--- src/rtl/mem_bus_arbiter_pkg.sv ---
// Shared types and default sizing for the fetch/load-store Wishbone arbiter.
// Imported by the arbiter top and its timeout counter.
package mem_bus_arbiter_pkg;

  typedef enum logic [1:0] {
    ARB_IDLE,
    ARB_IF_CYC,
    ARB_MEM_CYC
  } arb_state_t;

  typedef enum logic {
    GRANT_IF,
    GRANT_MEM
  } arb_grant_t;

  localparam int DEF_ADDR_WIDTH     = 32;
  localparam int DEF_DATA_WIDTH     = 32;
  localparam int DEF_TIMEOUT_CYCLES = 255;

endpackage

--- src/rtl/mem_bus_arbiter_bus_timeout_counter.sv ---
// Counts bus-cycle clocks without a termination; expired flags the clock whose
// increment would reach TIMEOUT_CYCLES, so the FSM ends the cycle on that edge.
module bus_timeout_counter
  import mem_bus_arbiter_pkg::*;
#(
  parameter int TIMEOUT_CYCLES = DEF_TIMEOUT_CYCLES
) (
  input  logic CLK,
  input  logic RST_N,
  input  logic clear,
  input  logic en,
  output logic expired
);

  localparam int CNT_W = $clog2(TIMEOUT_CYCLES + 1);
  localparam logic [CNT_W-1:0] LAST_CNT = CNT_W'(TIMEOUT_CYCLES - 1);

  logic [CNT_W-1:0] count;

  always_ff @(posedge CLK or negedge RST_N) begin
    if (!RST_N) begin
      count <= '0;
    end else if (clear) begin
      count <= '0;
    end else if (en) begin
      count <= count + 1'b1;
    end
  end

  // With CYC high for TIMEOUT_CYCLES clocks and no ACK/ERR, CYC drops on the
  // edge that brings the count to TIMEOUT_CYCLES.
  assign expired = en & (count == LAST_CNT);

endmodule

--- src/rtl/mem_bus_arbiter.sv ---
// Shares one Wishbone B4 classic master port between instruction fetch and the
// MEM stage: arbitration, cycle sequencing, timeout and response routing.
module mem_bus_arbiter
  import mem_bus_arbiter_pkg::*;
#(
  parameter int ADDR_WIDTH     = DEF_ADDR_WIDTH,
  parameter int DATA_WIDTH     = DEF_DATA_WIDTH,
  parameter int TIMEOUT_CYCLES = DEF_TIMEOUT_CYCLES
) (
  input  logic                    CLK,
  input  logic                    RST_N,
  input  logic                    IF_REQ,
  input  logic [ADDR_WIDTH-1:0]   IF_ADDR,
  input  logic                    IF_FLUSH,
  output logic                    IF_DONE,
  output logic [DATA_WIDTH-1:0]   IF_RDATA,
  output logic                    IF_ERR,
  input  logic                    MEM_REQ,
  input  logic                    MEM_WE,
  input  logic [ADDR_WIDTH-1:0]   MEM_ADDR,
  input  logic [DATA_WIDTH-1:0]   MEM_WDATA,
  input  logic [DATA_WIDTH/8-1:0] MEM_SEL,
  output logic                    MEM_DONE,
  output logic [DATA_WIDTH-1:0]   MEM_RDATA,
  output logic                    MEM_ERR,
  output logic                    MEM_BUSY,
  output logic                    WB_CYC_O,
  output logic                    WB_STB_O,
  output logic                    WB_WE_O,
  output logic [ADDR_WIDTH-1:0]   WB_ADR_O,
  output logic [DATA_WIDTH-1:0]   WB_DAT_O,
  output logic [DATA_WIDTH/8-1:0] WB_SEL_O,
  input  logic [DATA_WIDTH-1:0]   WB_DAT_I,
  input  logic                    WB_ACK_I,
  input  logic                    WB_ERR_I
);

  // state       | meaning
  // ARB_IDLE    | bus free, arbitrating between IF and MEM requests
  // ARB_IF_CYC  | fetch read cycle on the bus
  // ARB_MEM_CYC | load/store cycle on the bus
  arb_state_t state;
  arb_grant_t last_grant;
  logic       discard;

  logic                  in_cyc;
  logic                  if_req_eff;
  logic                  mem_req_eff;
  logic                  grant_mem;
  logic                  grant_if;
  logic                  bus_term;
  logic                  timed_out;
  logic                  finish;
  logic                  resp_err;
  logic [DATA_WIDTH-1:0] resp_data;
  logic                  to_clear;
  logic                  to_en;

  assign in_cyc = (state != ARB_IDLE);

  // A requester whose DONE is high this cycle is still showing its old level
  // request, so it is masked out to avoid reissuing a completed access.
  assign if_req_eff  = IF_REQ & ~IF_DONE & ~IF_FLUSH;
  assign mem_req_eff = MEM_REQ & ~MEM_DONE;

  assign grant_mem = mem_req_eff & (~if_req_eff | (last_grant == GRANT_IF));
  assign grant_if  = if_req_eff & ~grant_mem;

  assign bus_term  = WB_ACK_I | WB_ERR_I;
  assign finish    = in_cyc & (bus_term | timed_out);
  assign resp_err  = WB_ERR_I | ~bus_term;
  assign resp_data = bus_term ? WB_DAT_I : '0;

  assign to_clear = ~in_cyc;
  assign to_en    = in_cyc & ~bus_term;

  // Gated with reset so the stall request is also low while the block is held in reset.
  assign MEM_BUSY = RST_N & MEM_REQ & ~MEM_DONE;

  bus_timeout_counter #(
    .TIMEOUT_CYCLES(TIMEOUT_CYCLES)
  ) u_timeout (
    .CLK    (CLK),
    .RST_N  (RST_N),
    .clear  (to_clear),
    .en     (to_en),
    .expired(timed_out)
  );

  always_ff @(posedge CLK or negedge RST_N) begin
    if (!RST_N) begin
      state      <= ARB_IDLE;
      last_grant <= GRANT_IF;
      discard    <= 1'b0;
      WB_CYC_O   <= 1'b0;
      WB_STB_O   <= 1'b0;
      WB_WE_O    <= 1'b0;
      WB_ADR_O   <= '0;
      WB_DAT_O   <= '0;
      WB_SEL_O   <= '0;
      IF_DONE    <= 1'b0;
      IF_ERR     <= 1'b0;
      IF_RDATA   <= '0;
      MEM_DONE   <= 1'b0;
      MEM_ERR    <= 1'b0;
      MEM_RDATA  <= '0;
    end else begin
      IF_DONE   <= 1'b0;
      IF_ERR    <= 1'b0;
      IF_RDATA  <= '0;
      MEM_DONE  <= 1'b0;
      MEM_ERR   <= 1'b0;
      MEM_RDATA <= '0;

      case (state)
        ARB_IDLE: begin
          discard <= 1'b0;
          if (grant_mem) begin
            state      <= ARB_MEM_CYC;
            last_grant <= GRANT_MEM;
            WB_CYC_O   <= 1'b1;
            WB_STB_O   <= 1'b1;
            WB_WE_O    <= MEM_WE;
            WB_ADR_O   <= MEM_ADDR;
            WB_DAT_O   <= MEM_WDATA;
            WB_SEL_O   <= MEM_SEL;
          end else if (grant_if) begin
            state      <= ARB_IF_CYC;
            last_grant <= GRANT_IF;
            WB_CYC_O   <= 1'b1;
            WB_STB_O   <= 1'b1;
            WB_WE_O    <= 1'b0;
            WB_ADR_O   <= IF_ADDR;
            WB_DAT_O   <= '0;
            WB_SEL_O   <= '1;
          end
        end

        ARB_IF_CYC: begin
          if (IF_FLUSH) begin
            discard <= 1'b1;
          end
          if (finish) begin
            state    <= ARB_IDLE;
            discard  <= 1'b0;
            WB_CYC_O <= 1'b0;
            WB_STB_O <= 1'b0;
            WB_WE_O  <= 1'b0;
            WB_ADR_O <= '0;
            WB_DAT_O <= '0;
            WB_SEL_O <= '0;
            // A flush that lands on the terminating clock also drops the response.
            if (!(discard || IF_FLUSH)) begin
              IF_DONE  <= 1'b1;
              IF_ERR   <= resp_err;
              IF_RDATA <= resp_data;
            end
          end
        end

        ARB_MEM_CYC: begin
          if (finish) begin
            state     <= ARB_IDLE;
            WB_CYC_O  <= 1'b0;
            WB_STB_O  <= 1'b0;
            WB_WE_O   <= 1'b0;
            WB_ADR_O  <= '0;
            WB_DAT_O  <= '0;
            WB_SEL_O  <= '0;
            MEM_DONE  <= 1'b1;
            MEM_ERR   <= resp_err;
            MEM_RDATA <= resp_data;
          end
        end

        default: begin
          state    <= ARB_IDLE;
          WB_CYC_O <= 1'b0;
          WB_STB_O <= 1'b0;
        end
      endcase
    end
  end

endmodule

--- config.mk ---
export PLATFORM = sky130hd
export DESIGN_NAME = mem_bus_arbiter
export DESIGN_NICKNAME = d
export VERILOG_FILES = /design/src/rtl/mem_bus_arbiter_pkg.sv /design/src/rtl/mem_bus_arbiter_bus_timeout_counter.sv /design/src/rtl/mem_bus_arbiter.sv
export SDC_FILE = /design/constraint.sdc
export NUM_CORES = 1
export LEC_CHECK = 0
export CAP_MARGIN = 20
export CORE_MARGIN = 2
export CORE_UTILIZATION = 41
export DETAILED_ROUTE_END_ITERATION = 16
export PLACE_DENSITY = 0.85
export SLEW_MARGIN = 20
export SYNTH_ARGS = -nofsm -noshare
export SYNTH_HDL_FRONTEND = slang
export SYNTH_SLANG_ARGS = --single-unit
--- constraint.sdc ---
create_clock -name CLK -period 2.1 [get_ports CLK]
set_clock_uncertainty 0.2 [all_clocks]
set_input_delay 0.63 -clock CLK [delete_from_list [all_inputs] [get_ports CLK]]
set_output_delay 0.63 -clock CLK [all_outputs]
set_load 0.01 [all_outputs]
==> run_results.csv <==
group,metric,value,unit
sta,slew_viol_final,0,
die,rows,43,
place,port-buffer-count,279,
sta,setup_viol,0,
synth,synth-seq-area-share,0.6492,
worst_setup_path,cp.required,1.27,ns
job,cap_violations,0,
clock_network,insertion_delay,0.42,ns
synth,synth_edf_count,0,
sta,period_needed,2.092,ns
sta,hold_violations,0,
pwr,ir_drop,0.5652,mV
layout,fin_util,0.7008,
sta,maxSlewHeadroom,0.5774,
synth,synth-warning-count,0,
die,initial_core_util,0.4182,
route,drc_errors,0,
route,vias,5216,
sta,holdWs,0.06552,ns
global_route,grt_max_degree,119,
die,die_area,15070,um2
worst_setup_path,cp.depth,4,
layout,layout_commonest_cell,"dfrtp_1",
sta,grt_setup_unrepaired,"yes",
global_route,antenna_found_initial,1,
synth,synth_flop_cell,"dfrtp_1",
worst_setup_path,cp-start-kind,"primary input",
worst_setup_path,cpMaxStageDelayCell,"clkdlybuf4s15_1",
layout,nets,987,
route,wl_per_cell,17.82,um
clock_network,cts-htree-levels,4,
pwr,power_density,1225,nW/um2
synth,ys_types,35,
place,dp_hpwl,12270,um
worst_setup_path,path_class,"primary input to primary output",
die,die_h,122.8,um
worst_setup_path,slowest_delay,0.21,ns
route,wl,18420,um
layout,synthToLayoutAreaGrowth,67.58,%
route,drt-initial-drc-count,243,
synth,avgSynthCellArea,10.91,um2
synth,synth_nets,675,
sta,fmax,477.9,MHz
worst_setup_path,crit_buf_inv,2,
route,antenna_left,0,
worst_setup_path,cp-end-kind,"primary output",
clock_network,numCtsBuffers,17,
worst_setup_path,worstPathArrival,1.26,ns
die,num_io_pins,280,
layout,antenna_cells,0,
synth,ys_ff_latch,150,
pwr,p_leak,4.929,nW
die,dieWidth,122.8,um
layout,drive_gt1_frac,0.1206,
clock_network,clockBufferDepth,2,
synth,synthArstFlopShare,1.000,
layout,final_cell_mix,"dfrtp_1, dlygate4sd2_1, clkdlybuf4s50_1, nor2_1, nand2_1",
route,first_pass_iters,4,
clock_network,cts.reportedPaths.clkPinSlew,0.06,ns
route,viasPerCell,5.044,
min_path,hold_path.class,"primary input to async pin",
layout,design_area,9689,um2
synth,syn-instance-count,530,
sta,tightestPinTransition,0.6339,ns
global_route,grt_usage,0.2490,
global_route,grt_pass1_vias,5366,
place,placed_cell_area,8996,um2
die,core_area,13830,um2
clock_network,hold_buffers,0,
global_route,overflow,0,
layout,fillers,1076,
clock_network,root_buffer,"clkbuf_16",
place,gp_congestion,0.8075,
clock_network,cts_tree,"yes",
worst_setup_path,crit_fanout,2,
worst_setup_path,crit_family,"simple AND/OR/NAND/NOR gates",
synth,netlist_area,5782,um2
global_route,grt_pass1_wl,28210,um
worst_setup_path,reg2regPathDepth,7,
sta,period_share,0.9964,
worst_setup_path,path_cells,"clkdlybuf4s15_1, nor2b_4, and2_4, buf_6",
clock_network,cts_num_sinks,150,
status,status,"complete, no violations",
[cell type report]
type | count | area, um2 | share of cell area
Sequential cell | 150 | 3754 | 0.3874
Inverter | 7 | 26.28 | 0.002712
Multi-Input combinational cell | 341 | 1931 | 0.1993
Timing Repair Buffer | 325 | 3182 | 0.3284
Clock inverter | 11 | 125.1 | 0.01291
Clock buffer | 20 | 446.7 | 0.04610
Tap cell | 180 | 225.2 | 0.02324
[layer usage]
layer  share of wire  global-route usage
met4           0.017             0.08836
met1            0.37              0.2826
met2            0.49              0.4109
met3            0.12              0.1171
met5         0.00071                   0
[state kept, by name, summed over array words and instances (netlist names)]
register / count
IF_DONE: 1
u_timeout.count: 8
discard: 1
WB_STB_O: 1
WB_SEL_O: 4
last_grant: 1
MEM_ERR: 1
WB_ADR_O: 32
IF_RDATA: 32
WB_WE_O: 1
state: 2
WB_DAT_O: 32
IF_ERR: 1
MEM_RDATA: 32
MEM_DONE: 1
[worst paths after layout]
kind	start	end	slack, ns
max	MEM_REQ	MEM_BUSY	0.008
max in group asynchronous	RST_N	WB_ADR_O[7]	0.63
max reg2reg	state[1]	WB_DAT_O[18]	0.05
min in group CLK	WB_DAT_O[10]	WB_DAT_O[10]	0.29
min	RST_N	MEM_RDATA[5]	0.07
min reg2reg	WB_DAT_O[10]	WB_DAT_O[10]	0.29
[cells in the mapped netlist (2+ instances only)]
| cell | number | share of area |
|---|---|---|
| buf_6 | 6 | 0.012 |
| clkbuf_1 | 10 | 0.0065 |
| dfrtp_1 | 150 | 0.65 |
| a21o_1 | 2 | 0.0026 |
| or3_1 | 2 | 0.0022 |
| a21oi_1 | 39 | 0.034 |
| o22ai_1 | 2 | 0.0022 |
| a211oi_1 | 32 | 0.042 |
| nand4_1 | 2 | 0.0022 |
| ha_1 | 5 | 0.011 |
| buf_2 | 17 | 0.015 |
| o21ai_0 | 13 | 0.011 |
| buf_4 | 3 | 0.0039 |
| nand3_1 | 2 | 0.0017 |
| a22o_1 | 34 | 0.052 |
| nand2b_1 | 3 | 0.0032 |
| xor2_1 | 2 | 0.0030 |
| nand2_1 | 72 | 0.047 |
| nor2_1 | 109 | 0.071 |
| inv_1 | 7 | 0.0045 |
| xnor2_1 | 3 | 0.0045 |
| nor2b_1 | 2 | 0.0022 |
[cell families after synthesis]
logic type      Yosys count  synth area share
mux                       1          0.001731
buf+inv                  43           0.04133
flops                   150            0.6492
fa+ha+maj                 5           0.01082
xor+xnor                  5          0.007576
compound gates          126            0.1495
simple gates            200            0.1398
[report_power, final]
part	internal, mW	switching (mW)	total [mW]
Clock	1.78	1.19	2.97
Combinational	2.46	2.47	4.93
Sequential	3.63	0.341	3.97
[repair_timing]
action | 4_1_cts | 5_1_grt
pin swaps | 4 | 4
cloned | 6 | 1
buffers inserted | 3 | 3
gates resized for setup | 167 | 9
setup endpoints to repair | 204 | 80
[per-stage QoR]
stage          worst slack [ns]  TNS (ns)  total power [mW]  std cells
2_1_floorplan           0.03881         0             6.400        530
3_3_place_gp            -0.7625    -48.20             8.704        990
3_5_place_dp            -0.7725    -50.68             8.830        990
4_1_cts                0.005025         0             11.83       1030
5_1_grt                -0.04743   -0.2605             12.56       1034
6_report               0.007556         0             11.87       1034
Power figures use the tool's default switching activity.
